==> src/rtl/unified_mem_arbiter_if.sv <==
// Bundles the core-side request/response signals and the memory-side bus of
// unified_mem_arbiter. The slave modport is the arbiter's view; master is the core/memory view.
interface unified_mem_arbiter_if #(
  parameter int ADDR_W = 32,
  parameter int DATA_W = 32
);
  logic              if_req;
  logic [ADDR_W-1:0] if_addr;
  logic [DATA_W-1:0] if_rdata;
  logic              if_ack;
  logic              if_stall;
  logic              d_req;
  logic              d_we;
  logic [ADDR_W-1:0] d_addr;
  logic [DATA_W-1:0] d_wdata;
  logic [DATA_W-1:0] d_rdata;
  logic              d_ack;
  logic              d_stall;
  logic              mem_en;
  logic              mem_we;
  logic [ADDR_W-1:0] mem_addr;
  logic [DATA_W-1:0] mem_wdata;
  logic [DATA_W-1:0] mem_rdata;

  modport slave (
    input  if_req, if_addr, d_req, d_we, d_addr, d_wdata, mem_rdata,
    output if_rdata, if_ack, if_stall, d_rdata, d_ack, d_stall,
    output mem_en, mem_we, mem_addr, mem_wdata
  );

  modport master (
    output if_req, if_addr, d_req, d_we, d_addr, d_wdata, mem_rdata,
    input  if_rdata, if_ack, if_stall, d_rdata, d_ack, d_stall,
    input  mem_en, mem_we, mem_addr, mem_wdata
  );
endinterface

==> src/rtl/unified_mem_arbiter.sv <==
// Serialises IF and MEM stage accesses onto one fixed-latency memory, data first.
// Define ARB_IFETCH_BUF_EN to add a one-entry fetch buffer that answers repeat fetches in IDLE.
module unified_mem_arbiter #(
  parameter int ADDR_W  = 32,
  parameter int DATA_W  = 32,
  parameter int MEM_LAT = 2
) (
  input  logic                  clk,
  input  logic                  reset,
  unified_mem_arbiter_if.slave  bus
);
  localparam int CNT_W = $clog2(MEM_LAT) + 1;
  localparam logic [CNT_W-1:0] WAIT_INIT = (MEM_LAT > 1) ? CNT_W'(MEM_LAT - 2) : '0;

  typedef enum logic [1:0] {IDLE, ACCESS, WAIT, RESP} state_e;

  state_e            state_q, state_d;
  logic [CNT_W-1:0]  cnt_q, cnt_d;
  logic              own_d_q, own_d_d;
  logic              we_q, we_d;
  logic [ADDR_W-1:0] addr_q, addr_d;
  logic [DATA_W-1:0] wdata_q, wdata_d;
  logic [DATA_W-1:0] if_rdata_q, d_rdata_q;
  logic [DATA_W-1:0] buf_rdata;
  logic              buf_hit, if_resp, d_resp;

  // A fetch response only counts if the core still wants that same address.
  assign if_resp = (state_q == RESP) && !own_d_q && bus.if_req && (bus.if_addr == addr_q);
  assign d_resp  = (state_q == RESP) && own_d_q;

`ifdef ARB_IFETCH_BUF_EN
  logic              buf_vld_q;
  logic [ADDR_W-1:0] buf_addr_q;
  logic [DATA_W-1:0] buf_data_q;

  assign buf_hit   = (state_q == IDLE) && bus.if_req && !bus.d_req &&
                     buf_vld_q && (buf_addr_q == bus.if_addr);
  assign buf_rdata = buf_data_q;

  // Any granted store may alias the buffered line, so drop it unconditionally.
  always_ff @(posedge clk) begin
    if (reset)                                          buf_vld_q <= 1'b0;
    else if ((state_q == IDLE) && bus.d_req && bus.d_we) buf_vld_q <= 1'b0;
    else if (if_resp)                                   buf_vld_q <= 1'b1;
  end

  always_ff @(posedge clk) begin
    if (if_resp) begin
      buf_addr_q <= addr_q;
      buf_data_q <= bus.mem_rdata;
    end
  end
`else
  assign buf_hit   = 1'b0;
  assign buf_rdata = '0;
`endif

  always_comb begin
    state_d = state_q;
    cnt_d   = cnt_q;
    own_d_d = own_d_q;
    we_d    = we_q;
    addr_d  = addr_q;
    wdata_d = wdata_q;
    case (state_q)
      IDLE: begin
        if (bus.d_req) begin
          own_d_d = 1'b1;
          we_d    = bus.d_we;
          addr_d  = bus.d_addr;
          wdata_d = bus.d_wdata;
          state_d = ACCESS;
        end else if (bus.if_req && !buf_hit) begin
          own_d_d = 1'b0;
          we_d    = 1'b0;
          addr_d  = bus.if_addr;
          wdata_d = '0;
          state_d = ACCESS;
        end
      end
      ACCESS: begin
        if (MEM_LAT == 1) begin
          state_d = RESP;
        end else begin
          cnt_d   = WAIT_INIT;
          state_d = WAIT;
        end
      end
      WAIT: begin
        if (cnt_q == '0) state_d = RESP;
        else             cnt_d   = cnt_q - CNT_W'(1);
      end
      RESP:    state_d = IDLE;
      default: state_d = IDLE;
    endcase
  end

  always_ff @(posedge clk) begin
    if (reset) begin
      state_q <= IDLE;
      cnt_q   <= '0;
      own_d_q <= 1'b0;
      we_q    <= 1'b0;
    end else begin
      state_q <= state_d;
      cnt_q   <= cnt_d;
      own_d_q <= own_d_d;
      we_q    <= we_d;
    end
  end

  always_ff @(posedge clk) begin
    addr_q  <= addr_d;
    wdata_q <= wdata_d;
  end

  // Response holding registers: keep the last delivered word per requester.
  always_ff @(posedge clk) begin
    if (reset) begin
      if_rdata_q <= '0;
      d_rdata_q  <= '0;
    end else begin
      if (if_resp)      if_rdata_q <= bus.mem_rdata;
      else if (buf_hit) if_rdata_q <= buf_rdata;
      if (d_resp && !we_q) d_rdata_q <= bus.mem_rdata;
    end
  end

  assign bus.if_ack    = if_resp || buf_hit;
  assign bus.if_rdata  = if_resp ? bus.mem_rdata : (buf_hit ? buf_rdata : if_rdata_q);
  assign bus.if_stall  = bus.if_req && !bus.if_ack;
  assign bus.d_ack     = d_resp;
  assign bus.d_rdata   = (d_resp && !we_q) ? bus.mem_rdata : d_rdata_q;
  assign bus.d_stall   = bus.d_req && !bus.d_ack;
  assign bus.mem_en    = (state_q == ACCESS);
  assign bus.mem_we    = bus.mem_en && we_q;
  assign bus.mem_addr  = bus.mem_en ? addr_q : '0;
  assign bus.mem_wdata = bus.mem_en ? wdata_q : '0;
endmodule

==> src/flat_wrapper.sv <==
// flat-port wrapper written by rule: the top's interface ports become plain ports
module unified_mem_arbiter_flat 
#(
  parameter int ADDR_W  = 32,
  parameter int DATA_W  = 32,
  parameter int MEM_LAT = 2
)
  (clk, reset, bus_if_req, bus_if_addr, bus_d_req, bus_d_we, bus_d_addr, bus_d_wdata, bus_mem_rdata, bus_if_rdata, bus_if_ack, bus_if_stall, bus_d_rdata, bus_d_ack, bus_d_stall, bus_mem_en, bus_mem_we, bus_mem_addr, bus_mem_wdata);
  unified_mem_arbiter_if #(.ADDR_W(ADDR_W), .DATA_W(DATA_W)) bus_i ();
  input  logic clk;
  input  logic reset;
  input wire logic [$bits(bus_i.if_req)-1:0] bus_if_req;
  input wire logic [$bits(bus_i.if_addr)-1:0] bus_if_addr;
  input wire logic [$bits(bus_i.d_req)-1:0] bus_d_req;
  input wire logic [$bits(bus_i.d_we)-1:0] bus_d_we;
  input wire logic [$bits(bus_i.d_addr)-1:0] bus_d_addr;
  input wire logic [$bits(bus_i.d_wdata)-1:0] bus_d_wdata;
  input wire logic [$bits(bus_i.mem_rdata)-1:0] bus_mem_rdata;
  output wire logic [$bits(bus_i.if_rdata)-1:0] bus_if_rdata;
  output wire logic [$bits(bus_i.if_ack)-1:0] bus_if_ack;
  output wire logic [$bits(bus_i.if_stall)-1:0] bus_if_stall;
  output wire logic [$bits(bus_i.d_rdata)-1:0] bus_d_rdata;
  output wire logic [$bits(bus_i.d_ack)-1:0] bus_d_ack;
  output wire logic [$bits(bus_i.d_stall)-1:0] bus_d_stall;
  output wire logic [$bits(bus_i.mem_en)-1:0] bus_mem_en;
  output wire logic [$bits(bus_i.mem_we)-1:0] bus_mem_we;
  output wire logic [$bits(bus_i.mem_addr)-1:0] bus_mem_addr;
  output wire logic [$bits(bus_i.mem_wdata)-1:0] bus_mem_wdata;
  assign bus_i.if_req = bus_if_req;
  assign bus_i.if_addr = bus_if_addr;
  assign bus_i.d_req = bus_d_req;
  assign bus_i.d_we = bus_d_we;
  assign bus_i.d_addr = bus_d_addr;
  assign bus_i.d_wdata = bus_d_wdata;
  assign bus_i.mem_rdata = bus_mem_rdata;
  assign bus_if_rdata = bus_i.if_rdata;
  assign bus_if_ack = bus_i.if_ack;
  assign bus_if_stall = bus_i.if_stall;
  assign bus_d_rdata = bus_i.d_rdata;
  assign bus_d_ack = bus_i.d_ack;
  assign bus_d_stall = bus_i.d_stall;
  assign bus_mem_en = bus_i.mem_en;
  assign bus_mem_we = bus_i.mem_we;
  assign bus_mem_addr = bus_i.mem_addr;
  assign bus_mem_wdata = bus_i.mem_wdata;
  unified_mem_arbiter #(.ADDR_W(ADDR_W), .DATA_W(DATA_W), .MEM_LAT(MEM_LAT)) u_core (.clk(clk), .reset(reset), .bus(bus_i));
endmodule
==> config.mk <==
export PLATFORM = sky130hd
export DESIGN_NAME = unified_mem_arbiter_flat
export DESIGN_NICKNAME = d
export VERILOG_FILES = /design/src/rtl/unified_mem_arbiter_if.sv /design/src/rtl/unified_mem_arbiter.sv /design/src/flat_wrapper.sv
export SDC_FILE = /design/constraint.sdc
export NUM_CORES = 1
export LEC_CHECK = 0
export CAP_MARGIN = 0
export CORE_UTILIZATION = 25
export DETAILED_ROUTE_END_ITERATION = 6
export GPL_TIMING_DRIVEN = 1
export PLACE_DENSITY = 0.57
export SYNTH_ARGS = -nofsm -noshare
export SYNTH_HDL_FRONTEND = slang
export SYNTH_SLANG_ARGS = --single-unit
==> constraint.sdc <==
create_clock -name clk -period 3.8 [get_ports clk]
set_input_delay 1.14 -clock clk [delete_from_list [all_inputs] [get_ports clk]]
set_output_delay 1.14 -clock clk [all_outputs]
set_load 0.05 [all_outputs]
==> impl_metrics.json <==
{
  "synth.cell_area_sq_mm": 0.00675,
  "avgSynthCellArea_sq_um": 11.6,
  "slowest_delay_ns": 0.32,
  "cts_made_buffers": 17,
  "num_rows": 59,
  "critPathMaxFanout": 7,
  "synth_area_leaders": "edfxtp_1 (28%), dfxtp_1 (21%), mux2_2 (12%), and2_1 (9.1%), nand2b_1 (6.1%)",
  "die_y_um": 166,
  "path_class": "primary input to primary output",
  "power_density_mw_per_mm2": 546,
  "synth_edf_count": 64,
  "hpwlAfterDp_mm": 14.1,
  "worstHoldStart": "u_core.we_q",
  "min_path_cells": 2,
  "seq_area_sq_mm": 0.00332,
  "required_ns": 2.66,
  "synth_top_area_cell": "edfxtp_1",
  "wire_per_inst_um": 16.2,
  "die-area_sq_mm": 0.0277,
  "path_cells": "clkdlybuf4s15_1 > xor2_2 > nor3_2 > buf_4 > nand3_4 > nor4_4 > buf_12 > buf_6 > buf_12 > mux2_4 > buf_8",
  "synth_top_area_share_pct": 28.5,
  "yosysMostFrequentCell": "and2_1",
  "crit_path_end_kind": "primary output",
  "cpMaxStageDelayCell": "nor4_4",
  "regToRegEndpoint": "u_core.if_rdata_q[8]",
  "antenna_found_initial": 1,
  "cts_tree": "yes",
  "worst_hold_path_type": "register to register",
  "p_leak_uw": 0.00444,
  "final_nets": 1012,
  "initial_core_util_pct": 25.7,
  "skew_ns": 0.0124,
  "ys_async_sr_fraction_pct": 0,
  "drc": 24,
  "r2r_slack_ns": 1.32,
  "gr-total-overflow": 0,
  "h-tree-depth": 4,
  "min_period_ns": 4.25,
  "rsz0062_at_grt": "yes",
  "drtIter0Drc": 243,
  "cts_num_sinks": 134,
  "final.setup.worst_slack_ns": -0.447,
  "drive_gt1_share_pct": 34.0,
  "max_freq_mhz": 235,
  "ys_warn_count": 0,
  "final_cells": 1222,
  "ys.flop_type": "dfxtp_1",
  "r2r_start": "u_core.addr_q[9]",
  "critical_path_arrival_ns": 3.11,
  "synth_common_cells": "and2_1 (98), mux2_2 (72), dfxtp_1 (70), nand2b_1 (66), edfxtp_1 (64)",
  "portBuffers": 266,
  "multiInputGateArea_sq_mm": 0.00359,
  "grt_pass1_wl_mm": 31.0,
  "status": "finished, violations left",
  "post-place-cells": 1170,
  "maxCapViolCount": 0,
  "min_period_over_period_pct": 112,
  "antenna_left": 0,
  "crit_top_cell": "buf_12",
  "nFillCells": 2500,
  "die_w_um": 166,
  "finalHoldViolations": 0,
  "root_buffer": "clkbuf_16",
  "fin_setup_tns_ns": -13.00,
  "reg2reg_depth": 11,
  "cp-start-kind": "primary input",
  "synth_seq_area_share_pct": 49.2,
  "final-setup-viol-count": 33,
  "slew_viol_final": 0,
  "cts_hold_buf": 0,
  "synth_seq_cells": 134,
  "clk_latency_ns": 0.41,
  "io_pins": 267,
  "hold_end": "u_core.we_q",
  "num_vias": 5145,
  "grt_pass1_vias": 5426,
  "worst_pin_slew_ns": 0.781,
  "clk_path_buf_depth": 2,
  "violations": "design-rule violations, negative setup slack",
  "clk_pin_slew_ns": 0.06,
  "area_delta_synth_final_pct": 68.4,
  "drt_wl_total_mm": 19.8,
  "netlist_instances": 580,
  "syn-num-nets": 719,
  "place_congestion": 0.744,
  "slew_headroom_pct": 48.0,
  "viasPerCell": 4.21,
  "first_pass_iters": 6,
  "ys_types": 31,
  "power_uw": 6210,
  "grt_max_degree": 69,
  "grt_use_total_pct": 14.5,
  "ir_worst_vdd_uv": 284,
  "core_area_sq_mm": 0.0263
}
## logic make-up after synthesis
| kind of cell | after synthesis | share of synthesized area [%] |
|---|---|---|
| muxes | 129 | 20.9 |
| AOI/OAI and AO/OA | 8 | 0.667 |
| adders and majority gates | 6 | 1.11 |
| buffers and inverters | 42 | 3.22 |
| and+or+nand+nor | 229 | 20.7 |
| DFF | 134 | 49.2 |
| xor gates and xnor gates | 32 | 4.15 |
## per-stage QoR
step	utilization, %	setup slack, ns	hold WS (ns)	area [sq um]
2_1_floorplan	-	-0.0461	0.435	6850
3_3_place_gp	38.9	-1.04	0.456	10200
3_5_place_dp	38.9	-1.01	0.459	10200
4_1_cts	42.6	-0.520	0.467	11200
5_1_grt	43.3	-0.558	0.495	11400
6_report	43.3	-0.447	0.459	11400
## report_power, final
| group | switching (uW) | internal (uW) |
|---|---|---|
| clock network | 715 | 1090 |
| logic | 1530 | 878 |
| registers | 129 | 1860 |
## cells in the final DEF (no fill, tap or decap), types with 30 or more instances in the layout
cell,synthesis,layout
clkdlybuf4s50_1,0,158
and2_1,98,98
dfxtp_1,70,70
nand2b_1,66,65
edfxtp_1,64,64
mux2_2,72,62
buf_4,1,43
buf_12,0,37
buf_6,4,34
nor2b_1,34,33
mux2i_1,33,33
mux2_4,0,30
## cell type report
class | count | area share (%)
diodes | 1 | 0.0220
inverters | 5 | 0.165
multi-input cells | 404 | 31.6
repair buffers | 311 | 29.7
flip-flops and latches | 134 | 29.2
clock inverters | 14 | 1.62
well taps | 335 | 3.68
clock buffers | 18 | 3.96
## metal layers
layer | global-route usage [%] | wire length [um]
met2 | 25.6 | 10100
met3 | 3.57 | 959
met1 | 16.9 | 8340
met5 | 0 | 0
met4 | 5.39 | 454
## worst max path at each step
stage	startpoint	end	slack, ns	cells past startpoint
floorplan	bus_if_addr[7]	bus_if_rdata[10]	-0.05	7
global placement	bus_if_addr[3]	bus_if_rdata[1]	-1.04	9
detailed placement	bus_if_addr[3]	bus_if_rdata[3]	-1.01	9
CTS	bus_if_addr[14]	bus_if_rdata[25]	-0.52	10
global route	bus_if_addr[2]	bus_if_rdata[25]	-0.56	10
finish	bus_if_addr[31]	bus_if_rdata[25]	-0.45	11
## registers in the layout (all words and copies together), names as in the netlist
name and count:
u_core.d_rdata_q 32, u_core.wdata_q 32, u_core.own_d_q 1, u_core.cnt_q 2
u_core.if_rdata_q 32, u_core.we_q 1, u_core.state_q 2, u_core.addr_q 32
## what timing repair did
action | 4_1_cts | 5_1_grt
gates cloned | 1 | 0
pin swaps | 18 | 19
setup endpoints to repair | 34 | 34
resized for setup | 138 | 74
buffers inserted | 11 | 9
## critical path, delay by kind of cell
family | cells | cell delay (ns)
AND/OR/NAND/NOR | 3 | 0.55
buffers and inverters | 6 | 0.93
multiplexers | 1 | 0.31
XOR/XNOR | 1 | 0.17
(Power assumes the default switching activity.)
